--- src/rtl/irq_controller_if.sv ---
// Data-bus port of the interrupt controller: the memory stage is master, the controller slave.
interface irq_controller_if;
    logic        sel_i;
    logic [31:0] addr_i;
    logic        read_enable_i;
    logic [3:0]  write_mask_i;
    logic [31:0] write_data_i;
    logic [31:0] read_data_o;

    modport master (
        output sel_i, addr_i, read_enable_i, write_mask_i, write_data_i,
        input  read_data_o
    );

    modport slave (
        input  sel_i, addr_i, read_enable_i, write_mask_i, write_data_i,
        output read_data_o
    );
endinterface

--- src/rtl/irq_controller.sv ---
// Interrupt aggregator: synchronised sources, PENDING/ENABLE/EDGE/CLAIM registers, registered irq_o.
// Edge-triggered sources, PENDING W1C and CLAIM clear exist only with IRQ_CONTROLLER_EDGE_EN defined.
module irq_controller #(
    parameter int unsigned SOURCES     = 8,
    parameter int unsigned SYNC_STAGES = 2
) (
    input  logic               clk_i,
    input  logic               reset_ni,
    input  logic [SOURCES-1:0] irq_i,
    irq_controller_if.slave    bus,
    output logic               irq_o
);
    logic [SOURCES-1:0] r_sync [SYNC_STAGES];
    logic [SOURCES-1:0] r_enable;
    logic [31:0]        r_read_data;
    logic               r_irq;

    logic [31:0]        w_lane_mask;
    logic [SOURCES-1:0] w_src_mask;
    logic [SOURCES-1:0] w_wdata;
    logic [SOURCES-1:0] w_sync;
    logic [SOURCES-1:0] w_pending;
    logic [SOURCES-1:0] w_active;
    logic [SOURCES-1:0] w_edge;
    logic [4:0]         w_claim_id;
    logic [31:0]        w_read_mux;
    logic [1:0]         w_reg;
    logic               w_rd;
    logic               w_wr;
    logic               w_unused;

    assign w_reg       = bus.addr_i[3:2];
    assign w_rd        = bus.sel_i && bus.read_enable_i;
    assign w_wr        = bus.sel_i && (bus.write_mask_i != 4'b0000);
    assign w_lane_mask = {{8{bus.write_mask_i[3]}}, {8{bus.write_mask_i[2]}},
                          {8{bus.write_mask_i[1]}}, {8{bus.write_mask_i[0]}}};
    assign w_src_mask  = w_lane_mask[SOURCES-1:0];
    assign w_wdata     = bus.write_data_i[SOURCES-1:0];
    assign w_sync      = r_sync[SYNC_STAGES-1];
    assign w_active    = w_pending & r_enable;
    assign w_unused    = &{1'b0, bus.addr_i, bus.write_data_i, w_lane_mask};

    always_ff @(posedge clk_i or negedge reset_ni) begin
        if (!reset_ni) begin
            for (int unsigned i = 0; i < SYNC_STAGES; i++) r_sync[i] <= '0;
        end else begin
            r_sync[0] <= irq_i;
            for (int unsigned i = 1; i < SYNC_STAGES; i++) r_sync[i] <= r_sync[i-1];
        end
    end

`ifdef IRQ_CONTROLLER_EDGE_EN
    logic [SOURCES-1:0] r_edge;
    logic [SOURCES-1:0] r_edge_pend;
    logic [SOURCES-1:0] r_prev;
    logic [SOURCES-1:0] w_rise;
    logic [SOURCES-1:0] w_claim_hot;
    logic [SOURCES-1:0] w_clear;

    assign w_rise    = w_sync & ~r_prev;
    assign w_edge    = r_edge;
    assign w_pending = (r_edge & r_edge_pend) | (~r_edge & w_sync);

    always_comb begin
        w_claim_hot = '0;
        for (int unsigned i = 0; i < SOURCES; i++) w_claim_hot[i] = (w_claim_id == 5'(i + 1));
        w_clear = '0;
        if (w_rd && (w_reg == 2'd3)) w_clear = w_claim_hot;
        if (w_wr && (w_reg == 2'd0)) w_clear = w_clear | (w_wdata & w_src_mask);
    end

    always_ff @(posedge clk_i or negedge reset_ni) begin
        if (!reset_ni) begin
            r_edge      <= '0;
            r_edge_pend <= '0;
            r_prev      <= '0;
        end else begin
            r_prev <= w_sync;
            // level bits keep tracking their input here so an EDGE 0->1 change preserves pending
            r_edge_pend <= (r_edge & ((r_edge_pend & ~w_clear) | w_rise)) | (~r_edge & w_sync);
            if (w_wr && (w_reg == 2'd2)) r_edge <= (r_edge & ~w_src_mask) | (w_wdata & w_src_mask);
        end
    end
`else
    assign w_edge    = '0;
    assign w_pending = w_sync;
`endif

    always_comb begin
        w_claim_id = '0;
        for (int unsigned i = SOURCES; i > 0; i--) begin
            if (w_active[i-1]) w_claim_id = 5'(i);
        end
    end

    always_comb begin
        w_read_mux = '0;
        case (w_reg)
            2'd0:    w_read_mux = 32'(w_pending);
            2'd1:    w_read_mux = 32'(r_enable);
            2'd2:    w_read_mux = 32'(w_edge);
            default: w_read_mux = 32'(w_claim_id);
        endcase
    end

    always_ff @(posedge clk_i or negedge reset_ni) begin
        if (!reset_ni) begin
            r_enable    <= '0;
            r_read_data <= '0;
            r_irq       <= 1'b0;
        end else begin
            if (w_wr && (w_reg == 2'd1)) r_enable <= (r_enable & ~w_src_mask) | (w_wdata & w_src_mask);
            if (w_rd) r_read_data <= w_read_mux;
            r_irq <= |w_active;
        end
    end

    assign bus.read_data_o = r_read_data;
    assign irq_o           = r_irq;
endmodule

--- src/flat_wrapper.sv ---
// flat-port wrapper written by rule: the top's interface ports become plain ports
module irq_controller_flat 
#(
    parameter int unsigned SOURCES     = 8,
    parameter int unsigned SYNC_STAGES = 2
)
  (clk_i, reset_ni, irq_i, irq_o, bus_sel_i, bus_addr_i, bus_read_enable_i, bus_write_mask_i, bus_write_data_i, bus_read_data_o);
  irq_controller_if bus_i ();
  input  logic clk_i;
  input  logic reset_ni;
  input  logic [SOURCES-1:0] irq_i;
  output logic irq_o;
  input wire logic [$bits(bus_i.sel_i)-1:0] bus_sel_i;
  input wire logic [$bits(bus_i.addr_i)-1:0] bus_addr_i;
  input wire logic [$bits(bus_i.read_enable_i)-1:0] bus_read_enable_i;
  input wire logic [$bits(bus_i.write_mask_i)-1:0] bus_write_mask_i;
  input wire logic [$bits(bus_i.write_data_i)-1:0] bus_write_data_i;
  output wire logic [$bits(bus_i.read_data_o)-1:0] bus_read_data_o;
  assign bus_i.sel_i = bus_sel_i;
  assign bus_i.addr_i = bus_addr_i;
  assign bus_i.read_enable_i = bus_read_enable_i;
  assign bus_i.write_mask_i = bus_write_mask_i;
  assign bus_i.write_data_i = bus_write_data_i;
  assign bus_read_data_o = bus_i.read_data_o;
  irq_controller #(.SOURCES(SOURCES), .SYNC_STAGES(SYNC_STAGES)) u_core (.clk_i(clk_i), .reset_ni(reset_ni), .irq_i(irq_i), .bus(bus_i), .irq_o(irq_o));
endmodule
--- config.mk ---
export PLATFORM = sky130hd
export DESIGN_NAME = irq_controller_flat
export DESIGN_NICKNAME = d
export VERILOG_FILES = /design/src/rtl/irq_controller_if.sv /design/src/rtl/irq_controller.sv /design/src/flat_wrapper.sv
export SDC_FILE = /design/constraint.sdc
export NUM_CORES = 1
export LEC_CHECK = 0
export ABC_AREA = 1
export CELL_PAD_IN_SITES_DETAIL_PLACEMENT = 1
export CELL_PAD_IN_SITES_GLOBAL_PLACEMENT = 1
export CORE_ASPECT_RATIO = 0.8
export CORE_MARGIN = 3
export CORE_UTILIZATION = 25
export CTS_CLUSTER_SIZE = 14
export DETAILED_ROUTE_END_ITERATION = 8
export MAX_ROUTING_LAYER = met4
export PLACE_DENSITY = 0.87
export SYNTH_ARGS = -nofsm -noshare
export SYNTH_HDL_FRONTEND = slang
export SYNTH_SLANG_ARGS = --single-unit
export TNS_END_PERCENT = 5
--- constraint.sdc ---
create_clock -name clk_i -period 2.2 [get_ports clk_i]
set_input_delay 0.44 -clock clk_i [delete_from_list [all_inputs] [get_ports clk_i]]
set_output_delay 0.44 -clock clk_i [all_outputs]
set_load 0.02 [all_outputs]
==> Implementation_results.wiki <==
{| class="wikitable"
! Metric !! Value
|-
| Number of distinct library cells after synthesis || 16
|-
| Clock-pin slew of the registers on the worst-case setup and hold paths || 60 ps
|-
| Number of cells traversed by the worst register-to-register path || 10
|-
| Cell-by-cell listing of the critical path || clkdlybuf4s50_1
|-
| Power Total || 1.49 mW
|-
| Run status || finished, final reports clean
|-
| Top cell type by total area after synthesis || sky130_fd_sc_hd__dfrtp_1
|-
| Vias in the first global route || around 1100
|-
| Std cell rows || 24
|-
| Kind of end point of the critical path || primary output
|-
| Num CTS Buffers || 5
|-
| Critical path start-end classification || register to primary output
|-
| First drt pass iteration count || 2
|-
| DRC || 0
|-
| Starting density of the core || 0.262
|-
| TritonCTS clock tree || yes
|-
| Routed via count divided by cell count || slightly below 4
|-
| Fillers || 613
|-
| DR WL/cell || 12.5 um
|-
| Half-perimeter wire length after detailed placement || 2.35 mm
|-
| Met1 layer usage reported by global route || 0.107
|-
| Area contributors post-synth || sky130_fd_sc_hd__dfrtp_1, sky130_fd_sc_hd__buf_4, sky130_fd_sc_hd__mux2_4
|-
| # IOs || 113
|-
| Fraction of met2 tracks used by global routing || 0.177
|-
| Synth top cells by count || sky130_fd_sc_hd__dfrtp_1, sky130_fd_sc_hd__nand2_1, sky130_fd_sc_hd__buf_4
|-
| Area share of the largest cell type after synthesis || 0.574
|-
| Initial antenna violation count || 0
|-
| Final design utilization || 0.335
|-
| Count of final hold-check violations || 0
|-
| Post-route setup slack || 500 ps
|-
| Count of cell instances traversed by the critical path || 1
|-
| Post-Synthesis Mean Instance Area || about 11 um^2
|-
| Critical Path RT || 1760 ps
|-
| Peak supply drop || 0.000331 V
|-
| Buffer levels on the longest clock path || 2
|-
| Number of routed nets with antenna violations || 0
|-
| Leakage power figure || just under 0.9 nW
|-
| Top FF cell, synth || sky130_fd_sc_hd__dfrtp_1
|-
| Total number of H-tree levels || 2
|-
| PwrDens || 807 nW/um^2
|-
| Achievable clock frequency || about 600 MHz
|-
| Final std cell area, no fill || roughly 1800 um^2
|-
| Kind of path behind the tightest hold check || register to register
|-
| Largest incremental delay on the critical path || approximately 610 ps
|-
| Number of resized instances in the post-cts repair step || 0
|-
| Fraction of the yosys area taken by sequential cells || 0.574
|-
| Total negative setup slack || 0 ps
|-
| Worst setup skew after layout || 6.67 ps
|-
| RSZ-0062 raised after global routing || no
|-
| Most repeated cell in the gate-level netlist after synthesis || sky130_fd_sc_hd__dfrtp_1
|-
| Share of layout cells above drive strength 1 || 0.100
|-
| Buffer count from post-CTS setup fixing || 0
|-
| Relative area change from synthesis to final layout || 27.9%
|-
| Worst-path maximum fanout || 2
|-
| Master of the slowest instance on the critical path || sky130_fd_sc_hd__clkdlybuf4s50_1
|-
| Period utilisation layout || 0.773
|-
| Number of cells in the design after placement || 240
|-
| Standard cell area after detailed placement || 1760 um^2
|-
| Cell family with the largest share of critical-path delay || buffers and inverters
|-
| Met3 track utilization from global routing || 0.0420
|-
| Synthesized instance count || 131
|-
| Count of hold buffers inserted by post-cts repair || 0
|-
| Setup violators final || 0
|-
| Drt total wl || between 3 and 4 mm
|-
| Count of warnings emitted by yosys || 0
|-
| Wire length of the first global-routing pass || a little over 5 mm
|-
| Category of the worst setup path launch point || register
|-
| Flip-flop and latch count after synthesis || 33
|-
| Insertion delay of the later-clocked pin in the worst-skew pair || approximately 280 ps
|-
| Inserted Diodes || 0
|-
| Combined buffer and inverter count along the critical path || 1
|-
| Most utilized layer in the global route result || met2
|-
| Fin Hold WS || 347 ps
|-
| Number of flops mapped to enable cells by yosys || 0
|-
| Post-placement worst setup slack || roughly 360 ps
|-
| Fraction of synthesis flops using an asynchronous set or reset pin || 1.00
|-
| Count of input and output buffers || 31
|-
| Instance count along the most critical hold path || 0
|-
| Post-route insts no fill || 248
|-
| Min Tclk post-route || 1700 ps
|-
| Maximum number of pins on one net before global-route repair || 34
|-
| Num Clock Sinks || 33
|-
| Relative slew slack || 0.631
|-
| Post-Syn Area || between 1000 and 1500 um^2
|-
| MaxCap Viol Count || 0
|-
| Area of the die || 6710 um^2
|-
| Overall via count from detail_route || 963
|-
| Final weighted congestion of routability-driven global placement || 0.879
|-
| Chip Height || around 74 um
|-
| Die Wd || a little over 90 um
|-
| Total Nets Final || ~250
|-
| Total routing resource utilization after global routing || 0.103
|-
| Clk Tree Root Cell || sky130_fd_sc_hd__clkbuf_8
|-
| Floorplan core area || 5500 um^2
|-
| Detailed Route Iter0 Violations || 25
|-
| Arr. time, crit path || 1260 ps
|-
| Pin slew with the least headroom to its limit || 552 ps
|-
| Residual overflow from global routing || 0
|-
| Max-slew violation total from the final report || 0
|}
## logic make-up after synthesis
kind of cell           after synthesis  synth area share
buffers and inverters               29             0.140
AND/OR/NAND/NOR                     40             0.118
other                                1           0.00261
flip-flops                          33             0.574
AO/OA/AOI/OAI                       20            0.0817
multiplexers                         8            0.0835
## report_power, final
| part | leakage (nW) | internal (mW) | switching [mW] | total, mW |
|---|---|---|---|---|
| Sequential | 0.386 | 0.680 | 0.0514 | 0.731 |
| Combinational | 0.441 | 0.154 | 0.175 | 0.329 |
| Clock | 0.0395 | 0.224 | 0.202 | 0.426 |
## cell type report
cell class,count,area [um^2],area share
Clock buffer,8,80.1,0.0435
Inverter,5,21.3,0.0116
Multi-Input combinational cell,92,498,0.271
Tap cell,78,97.6,0.0530
Timing Repair Buffer,32,318,0.173
Sequential cell,33,826,0.449
## routing by layer
metal | vias to the layer above | share of wire
met1 | 474 | 0.41
met2 | 26 | 0.51
li1 | 457 | -
met3 | 6 | 0.061
met4 | 0 | 0.013
met5 | - | 0
## final timing paths
| kind | start | endpoint | slack (ps) |
|---|---|---|---|
| max | u_core.bus.read_data_o[2]$_DFFE_PN0P_ | bus_read_data_o[2] | 500 |
| min | u_core.r_sync[15]$_DFF_PN0_ | u_core.w_pending[7]$_DFF_PN0_ | 350 |
| max reg2reg | register | u_core.bus.read_data_o[0]$_DFFE_PN0P_ | 1040 |
| min reg2reg | u_core.r_sync[15]$_DFF_PN0_ | u_core.w_pending[7]$_DFF_PN0_ | 350 |
| max in group asynchronous | reset_ni | u_core.bus.read_data_o[4]$_DFFE_PN0P_ | 1340 |
| min in group asynchronous | reset_ni | async pin | 560 |
## placed cells by master, fill, tap and decap left out, drive strengths merged
cell | netlist | routed
nand3 | 2 | 2
inv | 5 | 5
a221oi | 4 | 4
o21bai | 1 | 1
mux2 | 8 | 8
nor2 | 11 | 11
clkdlybuf4s50 | 0 | 31
clkbuf | 0 | 8
o21ai | 1 | 1
nand2 | 26 | 26
conb | 1 | 24
dfrtp | 33 | 33
a21oi | 14 | 14
nand4 | 1 | 1
buf | 24 | 1
Power figures use the tool's default switching activity.
